`src/rtl/pipe_ctrl_pkg.sv`:
```
// Shared types for the pipeline hazard controller: FSM states, forwarding
// select codes and the scoreboard slot record with its match helpers.
package pipe_ctrl_pkg;

    typedef enum logic [1:0] {
        RUN,
        HAZ_STALL,
        BR_FLUSH
    } state_t;

    localparam logic [1:0] FWD_RF    = 2'b00;
    localparam logic [1:0] FWD_EXMEM = 2'b10;
    localparam logic [1:0] FWD_MEMWB = 2'b01;

    // Slots hold register indices at a fixed width; REG_W must not exceed it.
    localparam int MAX_REG_W = 8;

    typedef struct packed {
        logic                 valid;
        logic [MAX_REG_W-1:0] rd;
        logic [MAX_REG_W-1:0] rs;
        logic [MAX_REG_W-1:0] rt;
        logic                 uses_rs;
        logic                 uses_rt;
        logic                 wr;
        logic                 ld;
    } slot_t;

    function automatic logic slot_writes(input slot_t s, input logic [MAX_REG_W-1:0] idx);
        return s.valid && s.wr && (s.rd != '0) && (s.rd == idx);
    endfunction

    function automatic logic slot_feeds(input slot_t producer, input slot_t consumer);
        return consumer.valid &&
               ((consumer.uses_rs && slot_writes(producer, consumer.rs)) ||
                (consumer.uses_rt && slot_writes(producer, consumer.rt)));
    endfunction

endpackage

```
`src/rtl/hazard_scoreboard.sv`:
```
// Three-slot record of in-flight instructions (EX, MEM, WB) that shifts with
// the pipeline and reports whether the EX or MEM occupant feeds the ID instruction.
module hazard_scoreboard
    import pipe_ctrl_pkg::*;
(
    input  logic  clk,
    input  logic  rst_n,
    input  logic  freeze,
    input  logic  bubble,
    input  slot_t id_slot,
    output slot_t ex_slot,
    output slot_t mem_slot,
    output slot_t wb_slot,
    output logic  ex_hit,
    output logic  mem_hit
);

    always_ff @(posedge clk) begin
        if (!rst_n) begin
            ex_slot  <= '0;
            mem_slot <= '0;
            wb_slot  <= '0;
        end else if (!freeze) begin
            wb_slot  <= mem_slot;
            mem_slot <= ex_slot;
            ex_slot  <= bubble ? '0 : id_slot;
        end
    end

    assign ex_hit  = slot_feeds(ex_slot, id_slot);
    assign mem_hit = slot_feeds(mem_slot, id_slot);

endmodule

```
`src/rtl/pipe_hazard_ctrl.sv`:
```
// Pipeline controller: stall/flush/bubble decode beside the ID stage.
// Define PIPE_FWD_EN to enable EX operand forwarding (load-use stalls only).
module pipe_hazard_ctrl
    import pipe_ctrl_pkg::*;
#(
    parameter int REG_W     = 6,
    parameter int FLUSH_CYC = 1,
    parameter int CNT_W     = 16
) (
    input  logic             clk,
    input  logic             rst_n,
    input  logic             id_valid,
    input  logic [REG_W-1:0] id_rs,
    input  logic [REG_W-1:0] id_rt,
    input  logic             id_uses_rs,
    input  logic             id_uses_rt,
    input  logic [REG_W-1:0] id_rd,
    input  logic             id_reg_write,
    input  logic             id_mem_read,
    input  logic             br_taken,
    input  logic             mem_busy,
    output logic             pc_en,
    output logic             ifid_en,
    output logic             idex_en,
    output logic             ifid_flush,
    output logic             idex_bubble,
    output logic [1:0]       fwd_a,
    output logic [1:0]       fwd_b,
    output logic [CNT_W-1:0] stall_cycles
);

    slot_t      id_slot;
    slot_t      ex_slot;
    slot_t      mem_slot;
    slot_t      wb_slot;
    logic       ex_hit;
    logic       mem_hit;
    logic       hazard;
    logic       stall_now;
    state_t     state;
    logic [2:0] flush_cnt;

    // An invalid ID instruction becomes an all-zero bubble record.
    always_comb begin
        id_slot = '0;
        if (id_valid) begin
            id_slot.valid   = 1'b1;
            id_slot.rd      = MAX_REG_W'(id_rd);
            id_slot.rs      = MAX_REG_W'(id_rs);
            id_slot.rt      = MAX_REG_W'(id_rt);
            id_slot.uses_rs = id_uses_rs;
            id_slot.uses_rt = id_uses_rt;
            id_slot.wr      = id_reg_write;
            id_slot.ld      = id_mem_read;
        end
    end

    hazard_scoreboard u_scoreboard (
        .clk      (clk),
        .rst_n    (rst_n),
        .freeze   (mem_busy),
        .bubble   (idex_bubble),
        .id_slot  (id_slot),
        .ex_slot  (ex_slot),
        .mem_slot (mem_slot),
        .wb_slot  (wb_slot),
        .ex_hit   (ex_hit),
        .mem_hit  (mem_hit)
    );

`ifdef PIPE_FWD_EN
    logic unused_sb;

    assign hazard    = ex_hit && ex_slot.ld;
    assign unused_sb = ^{ex_slot, mem_slot, wb_slot, mem_hit};

    always_comb begin
        fwd_a = FWD_RF;
        fwd_b = FWD_RF;
        if (ex_slot.valid) begin
            if (slot_writes(mem_slot, ex_slot.rs))
                fwd_a = FWD_EXMEM;
            else if (slot_writes(wb_slot, ex_slot.rs))
                fwd_a = FWD_MEMWB;
            if (slot_writes(mem_slot, ex_slot.rt))
                fwd_b = FWD_EXMEM;
            else if (slot_writes(wb_slot, ex_slot.rt))
                fwd_b = FWD_MEMWB;
        end
    end
`else
    logic unused_sb;

    // WB is not checked: the register file writes before it is read.
    assign hazard    = ex_hit || mem_hit;
    assign fwd_a     = FWD_RF;
    assign fwd_b     = FWD_RF;
    assign unused_sb = ^{ex_slot, mem_slot, wb_slot, FWD_EXMEM, FWD_MEMWB};
`endif

    assign stall_now = hazard && !mem_busy && !br_taken && (state != BR_FLUSH);

    always_comb begin
        pc_en       = 1'b1;
        ifid_en     = 1'b1;
        idex_en     = 1'b1;
        ifid_flush  = 1'b0;
        idex_bubble = 1'b0;
        if (mem_busy) begin
            pc_en   = 1'b0;
            ifid_en = 1'b0;
            idex_en = 1'b0;
        end else if (br_taken) begin
            ifid_flush  = 1'b1;
            idex_bubble = 1'b1;
        end else if (state == BR_FLUSH) begin
            ifid_flush = 1'b1;
        end else if (stall_now) begin
            pc_en       = 1'b0;
            ifid_en     = 1'b0;
            idex_bubble = 1'b1;
        end
    end

    // A taken branch restarts the squash window even while already flushing.
    always_ff @(posedge clk) begin
        if (!rst_n) begin
            state        <= RUN;
            flush_cnt    <= '0;
            stall_cycles <= '0;
        end else if (!mem_busy) begin
            if (br_taken) begin
                state     <= BR_FLUSH;
                flush_cnt <= 3'(FLUSH_CYC);
            end else if (state == BR_FLUSH) begin
                if (flush_cnt <= 3'd1) begin
                    state     <= RUN;
                    flush_cnt <= '0;
                end else begin
                    flush_cnt <= flush_cnt - 3'd1;
                end
            end else if (stall_now) begin
                state <= HAZ_STALL;
                if (stall_cycles != '1)
                    stall_cycles <= stall_cycles + CNT_W'(1);
            end else begin
                state <= RUN;
            end
        end
    end

endmodule

```
`config.mk`:
```
export PLATFORM = sky130hd
export DESIGN_NAME = pipe_hazard_ctrl
export DESIGN_NICKNAME = d
export VERILOG_FILES = /design/src/rtl/pipe_ctrl_pkg.sv /design/src/rtl/hazard_scoreboard.sv /design/src/rtl/pipe_hazard_ctrl.sv
export SDC_FILE = /design/constraint.sdc
export NUM_CORES = 1
export LEC_CHECK = 0
export CORE_ASPECT_RATIO = 0.75
export CORE_MARGIN = 4
export CORE_UTILIZATION = 54
export DETAILED_ROUTE_END_ITERATION = 8
export GPL_TIMING_DRIVEN = 0
export PLACE_DENSITY = 0.85
export REMOVE_ABC_BUFFERS = 1
export SLEW_MARGIN = 20
export SYNTH_ARGS = -nofsm -noshare
export SYNTH_HDL_FRONTEND = slang
export SYNTH_SLANG_ARGS = --single-unit
```
`constraint.sdc`:
```
create_clock -name clk -period 5.8 [get_ports clk]
set_input_delay 1.16 -clock clk [delete_from_list [all_inputs] [get_ports clk]]
set_output_delay 1.16 -clock clk [all_outputs]
set_load 0.02 [all_outputs]
```
After elaboration in Yosys (flattened, before gate mapping)
Index checks and enable logic that the tools add are counted.

word-level totals
  register bits = 41
  bits of input ports = 27
  output and inout bits = 25
  word-level logic and storage cells = 72

cells by class
  add/subtract/negate cells = 2
  order comparisons = 1
  equal/unequal tests = 8
  mux-type cells = 21
  bitwise operators = 3
  reductions and logical operators = 28

operator list
  cell                     number
  $mux W29                 2
  $eq A8 B8 Y1             4
  $logic_and A1 B1 Y1      17
  $add A16 B1 Y16 const B  1
  $ne A16 B16 Y1 const B   1
  $reduce_bool A8 Y1       2
  $mux W1                  13
  $mux W3                  3
  $mux W2                  3
  $reduce_and A5 Y1        1
  $reduce_and A2 Y1        2
  $le A3 B1 Y1 const B     1
  $logic_or A1 B1 Y1       3
  $ne A3 B2 Y1 const B     1
  $not A1 Y1               3
  $sub A3 B1 Y3 const B    1
  $eq A2 B2 Y1 const B     1
  $logic_not A1 Y1         2
  $ne A2 B2 Y1 const B     1
  $reduce_bool A2 Y1       1

Logic depth before layout (Yosys ltp)
  depth in word-level cells = 15
  mapped depth = 12
  gate-level depth less buffers = 7

Hierarchy
A second synthesis with hierarchy kept.

unflattened totals
  cells, all modules = 508
  area, all modules = 5002.3 sq um

by module, submodules not included
  module             instances  cells each  area an instance (sq um)  seq. area each (sq um)
  hazard_scoreboard  1          337         3606.0                    1741.7
  pipe_hazard_ctrl   1          171         1396.3                    420.4

Least setup slack after synthesis
OpenSTA, ideal clock, no wires.

  kind = input -> output
  from = input id_valid
  to = output pc_en
  arrival time = 2.907 ns
  required time = 4.640 ns
  slack = 1.733 ns
  stages = 12
  buffers on the path = 5
  cell sequence = buf_4 > buf_4 > nand3_1 > o22ai_1 > a21oi_1 > nor3_1 > nor3_4 > buf_6 > buf_8 > nor2_2 > nor2_1 > buf_4

on the way
  cells in the longest elaborated chain, start to end = 14
  elaborated cells on any way between the ends = 25
  those cells by class = eq/ne: 4; mux: 5; reduce/logical: 16

ends and longest elaborated chain
  what                                    RTL line                                  text
  start, declared                         pipe_hazard_ctrl.sv:12                    input logic id_valid,
  $mux W29 (*)                            pipe_hazard_ctrl.sv:46                    if (id_valid) begin
  $eq A8 B8 Y1                            pipe_ctrl_pkg.sv:30                       return s.valid && s.wr && (s.rd != '0) && (s.rd == idx);
  $logic_and A1 B1 Y1                     pipe_ctrl_pkg.sv:30
  $logic_and A1 B1 Y1 (on tied branches)  pipe_ctrl_pkg.sv:35, pipe_ctrl_pkg.sv:36
  $logic_or A1 B1 Y1                      pipe_ctrl_pkg.sv:35                       ((consumer.uses_rs && slot_writes(producer, consumer.rs)) ||
  $logic_and A1 B1 Y1                     pipe_ctrl_pkg.sv:34                       return consumer.valid &&
  $logic_or A1 B1 Y1 (*)                  pipe_hazard_ctrl.sv:95                    assign hazard = ex_hit || mem_hit;
  $logic_and A1 B1 Y1 (*) (3 in a row)    pipe_hazard_ctrl.sv:101                   assign stall_now = hazard && !mem_busy && !br_taken && (state != BR_FLUSH);
  $mux W1 (*) (4 in a row)                -
  end, declared                           pipe_hazard_ctrl.sv:22                    output logic pc_en,

Mark *: on every way between the ends. The rest lies on a longest branch, timed or not.

Worst setup path in the final report
  from = input id_valid
  to = output idex_bubble

on the way
  cells in the longest elaborated chain, start to end = 14
  elaborated cells on any way between the ends = 25
  those cells by class = eq/ne: 4; mux: 5; reduce/logical: 16

ends and longest elaborated chain
  what                                    RTL line                                  text
  $mux W29 (*)                            pipe_hazard_ctrl.sv:46
  $eq A8 B8 Y1                            pipe_ctrl_pkg.sv:30
  $logic_and A1 B1 Y1                     pipe_ctrl_pkg.sv:30
  $logic_and A1 B1 Y1 (on tied branches)  pipe_ctrl_pkg.sv:35, pipe_ctrl_pkg.sv:36
  $logic_or A1 B1 Y1                      pipe_ctrl_pkg.sv:35
  $logic_and A1 B1 Y1                     pipe_ctrl_pkg.sv:34
  $logic_or A1 B1 Y1 (*)                  pipe_hazard_ctrl.sv:95
  $logic_and A1 B1 Y1 (*) (3 in a row)    pipe_hazard_ctrl.sv:101
  $mux W1 (*)                             pipe_hazard_ctrl.sv:118                   end else if (stall_now) begin
  $mux W1 (*)                             pipe_hazard_ctrl.sv:116                   end else if (state == BR_FLUSH) begin
  $mux W1 (*)                             pipe_hazard_ctrl.sv:113                   end else if (br_taken) begin
  $mux W1 (*)                             pipe_hazard_ctrl.sv:109                   if (mem_busy) begin
  end, declared                           pipe_hazard_ctrl.sv:26                    output logic idex_bubble,

Marks and branches as above.

==> qor.yml <==
period_share_pct: 94.5
final_common_cell: "clkdlybuf4s50_1"
areaGrowthSynthToFinish_pct: 22.4
grt_pass1_vias: 1922
final_nets: 342
pin_count: 52
die_h_um: 64.2
finalSetupTns_ns: 0
vias: 2239
drv_cap: 0
min_path_type: "reg2reg"
synth.distinct_cells: 55
finClkSkew_ns: 0.00442
finalInstanceArea_um2: 2790
postLayoutSetupSlackWorst_ns: 0.318
peakVddDrop_uv: 133
cts_sinks: 37
worst_slew_pin_slew_ns: 0.932
slew_headroom_pct: 37.6
num-fill-cells: 350
core_um2: 4050
worstSetupPathDepth: 9
port-buffer-count: 46
synth_top_cell_area_share_pct: 32.6
drive_gt1_share_pct: 5.10
cts_buffers: 5
power_density_nw_per_um2: 191
rows: 20
final_core_util_pct: 68.7
drt_pass1_iterations: 4
antenna_found_initial: 0
clk_pin_slew_ns: 0.07
rsz0062_at_grt: "no"
synth_edf_count: 0
hpwl_mm: 3.92
status: "finished, final reports clean"
gr-total-overflow: 0
critPathMaxFanout: 23
placed_area_um2: 2670
path_buf_inv: 2
die_area_um2: 5330
grt_pass1_wl_mm: 8.81
hold_depth: 2
period_needed_ns: 5.48
cp.arrival_ns: 4.32
clk_latency_ns: 0.29
postCtsSetupBuffers: 0
synth_ff_type: "dfxtp_1"
hold_viol: 0
drt_iter0_markers: 158
wl_per_cell_um: 15.0
clock_path_buffers: 2
grt_max_degree: 35
ys_seq_area_share_pct: 32.6
cts_tree: "yes"
wl_met2_mm: 2.52
worstPathRequired_ns: 4.64
viasPerCell: 6.07
avgSynthCellArea_um2: 8.24
multiInputGateArea_um2: 1370
slew_violations: 0
reg2regPathDepth: 7
final-setup-viol-count: 0
gp_congestion: 0.917
root_buffer: "clkbuf_8"
slowest_delay_ns: 0.90
yosys_warnings: 0
drc: 0
start_util_pct: 56.1
synth-seq-cells: 37
netlist_area_um2: 2270
yosys-top-cells-area: "dfxtp_1, a21oi_1, o31ai_1"
critPathLaunchType: "input pin"
yosysTopAreaCell: "dfxtp_1"
seqCellArea_um2: 741
routedLengthMet1_mm: 2.54
crit_family: "buffers and inverters"
n_antenna_cell: 0
place_ws_ns: 0.189
die_w_um: 82.9
cp_common_cell: "clkdlybuf4s50_1"
synth_cells: 276
cts.hold.buffers_added: 0
criticalPathCategory: "in2out"
cts-htree-levels: 2
wl_met3_um: 395
postSynth.asyncResetShare_pct: 0
end_kind: "output port"
slowest_stage: "clkdlybuf4s50_1"
fmax_ghz: 0.182
path_cells: "clkdlybuf4s50_1 -> nand2_1 -> a221oi_1 -> nand4_1 -> nor3_1 -> nor3_4 -> nor2_2 -> o21a_1 -> clkdlybuf4s50_1"
routed_wl_mm: 5.52
final_cell_mix: "clkdlybuf4s50_1, dfxtp_1, nor2_1, nand2_1, a21oi_1"
antenna_left: 0
leakage_uw: 0.00100
grt_util_all_layers_pct: 19.9
top_layer: "met4"
-- cells in the mapped netlist (2+ instances only) --
| cell type | n |
|---|---|
| buf_2 | 2 |
| nand2b_1 | 2 |
| nand4_1 | 9 |
| or4_1 | 12 |
| buf_4 | 8 |
| o21ai_0 | 12 |
| nand3_1 | 9 |
| xnor2_1 | 5 |
| o21ai_1 | 3 |
| buf_6 | 3 |
| nor2b_1 | 4 |
| and2b_1 | 2 |
| or3_1 | 3 |
| o211ai_1 | 3 |
| dfxtp_1 | 37 |
| nor4bb_1 | 2 |
| ha_1 | 2 |
| inv_1 | 10 |
| o31ai_1 | 12 |
| xor2_1 | 9 |
| nor2_1 | 23 |
| nor3_1 | 2 |
| a22o_1 | 7 |
| nand4b_1 | 2 |
| nand2_1 | 23 |
| and4_1 | 5 |
| a21oi_1 | 20 |
| and2_1 | 3 |
| and3_1 | 4 |
| a32o_1 | 2 |
| mux2i_1 | 8 |
| clkbuf_1 | 5 |
-- sequential cells by signal, indices dropped and copies added (netlist names) --
| register | count |
|---|---|
| state | 2 |
| u_scoreboard.mem_slot | 8 |
| u_scoreboard.ex_slot | 8 |
| stall_cycles | 16 |
| flush_cnt | 3 |
-- report_power, final --
part	leakage, uW	total [uW]	switching, uW	internal [uW]
sequential	0.000299	262	4.71	257
combinational	0.000650	70.0	36.3	33.7
clock	0.0000542	199	91.8	107
-- through the flow --
stage | power, uW | instances | hold WS, ns
6_report | 531 | 369 | 0.494
5_1_grt | 552 | 369 | 0.514
4_1_cts | 533 | 368 | 0.494
3_5_place_dp | 337 | 360 | 0.484
3_3_place_gp | 335 | 360 | 0.474
2_1_floorplan | 300 | 259 | 0.458
-- cells by family (layout without fill, tap and decap cells) --
logic type               Yosys count  in the layout  synth area share, %
AND/OR/NAND/NOR                  109            110                 26.7
buffers and inverters             31             65                 8.03
other                              1              4                0.165
XOR/XNOR                          14             14                 5.39
adder cells (fa/ha/maj)            2              2                 1.10
AO/OA/AOI/OAI                     74             74                 22.6
flip-flops                        37             37                 32.6
multiplexers                       8              8                 3.52
-- path summary, 6_finish.rpt --
path / to / start / slack, ns
worst max-delay path: idex_bubble / id_valid / 0.32
worst min-delay path: flush_cnt[2] / flush_cnt[2] / 0.49
worst max register to register: u_scoreboard.ex_slot[25] / u_scoreboard.ex_slot[23] / 3.08
worst min register to register: flush_cnt[2] / flush_cnt[2] / 0.49
-- area by class of cell --
class | count | area share [%]
clock inverter | 1 | 0.180
timing repair buffer | 46 | 16.5
sequential | 37 | 26.6
tap | 55 | 2.47
inverter | 11 | 1.48
multi-input combinational | 212 | 49.3
clock buffer | 7 | 3.46
-- per-layer routing --
metal | global-route usage (%) | vias up
li1 | - | 1096
met5 | 0 | -
met2 | 31.3 | 68
met1 | 26.9 | 1067
met4 | 7.55 | 0
met3 | 4.12 | 8
-- worst reg2reg max path: stages (launching register included) --
cell and delay (ns):
dfxtp_1 0.39, or4_1 0.56, o311ai_2 0.26, or4_1 0.18
o22ai_2 0.13, nor3_4 0.55, o2111a_2 0.42, a22o_1 0.17
-- repair_timing --
action / in CTS / in global routing
resized for setup: 0 / 0
hold endpoints to repair: 0 / 0
endpoints found under the setup margin: 0 / 3
(Power assumes the default switching activity.)
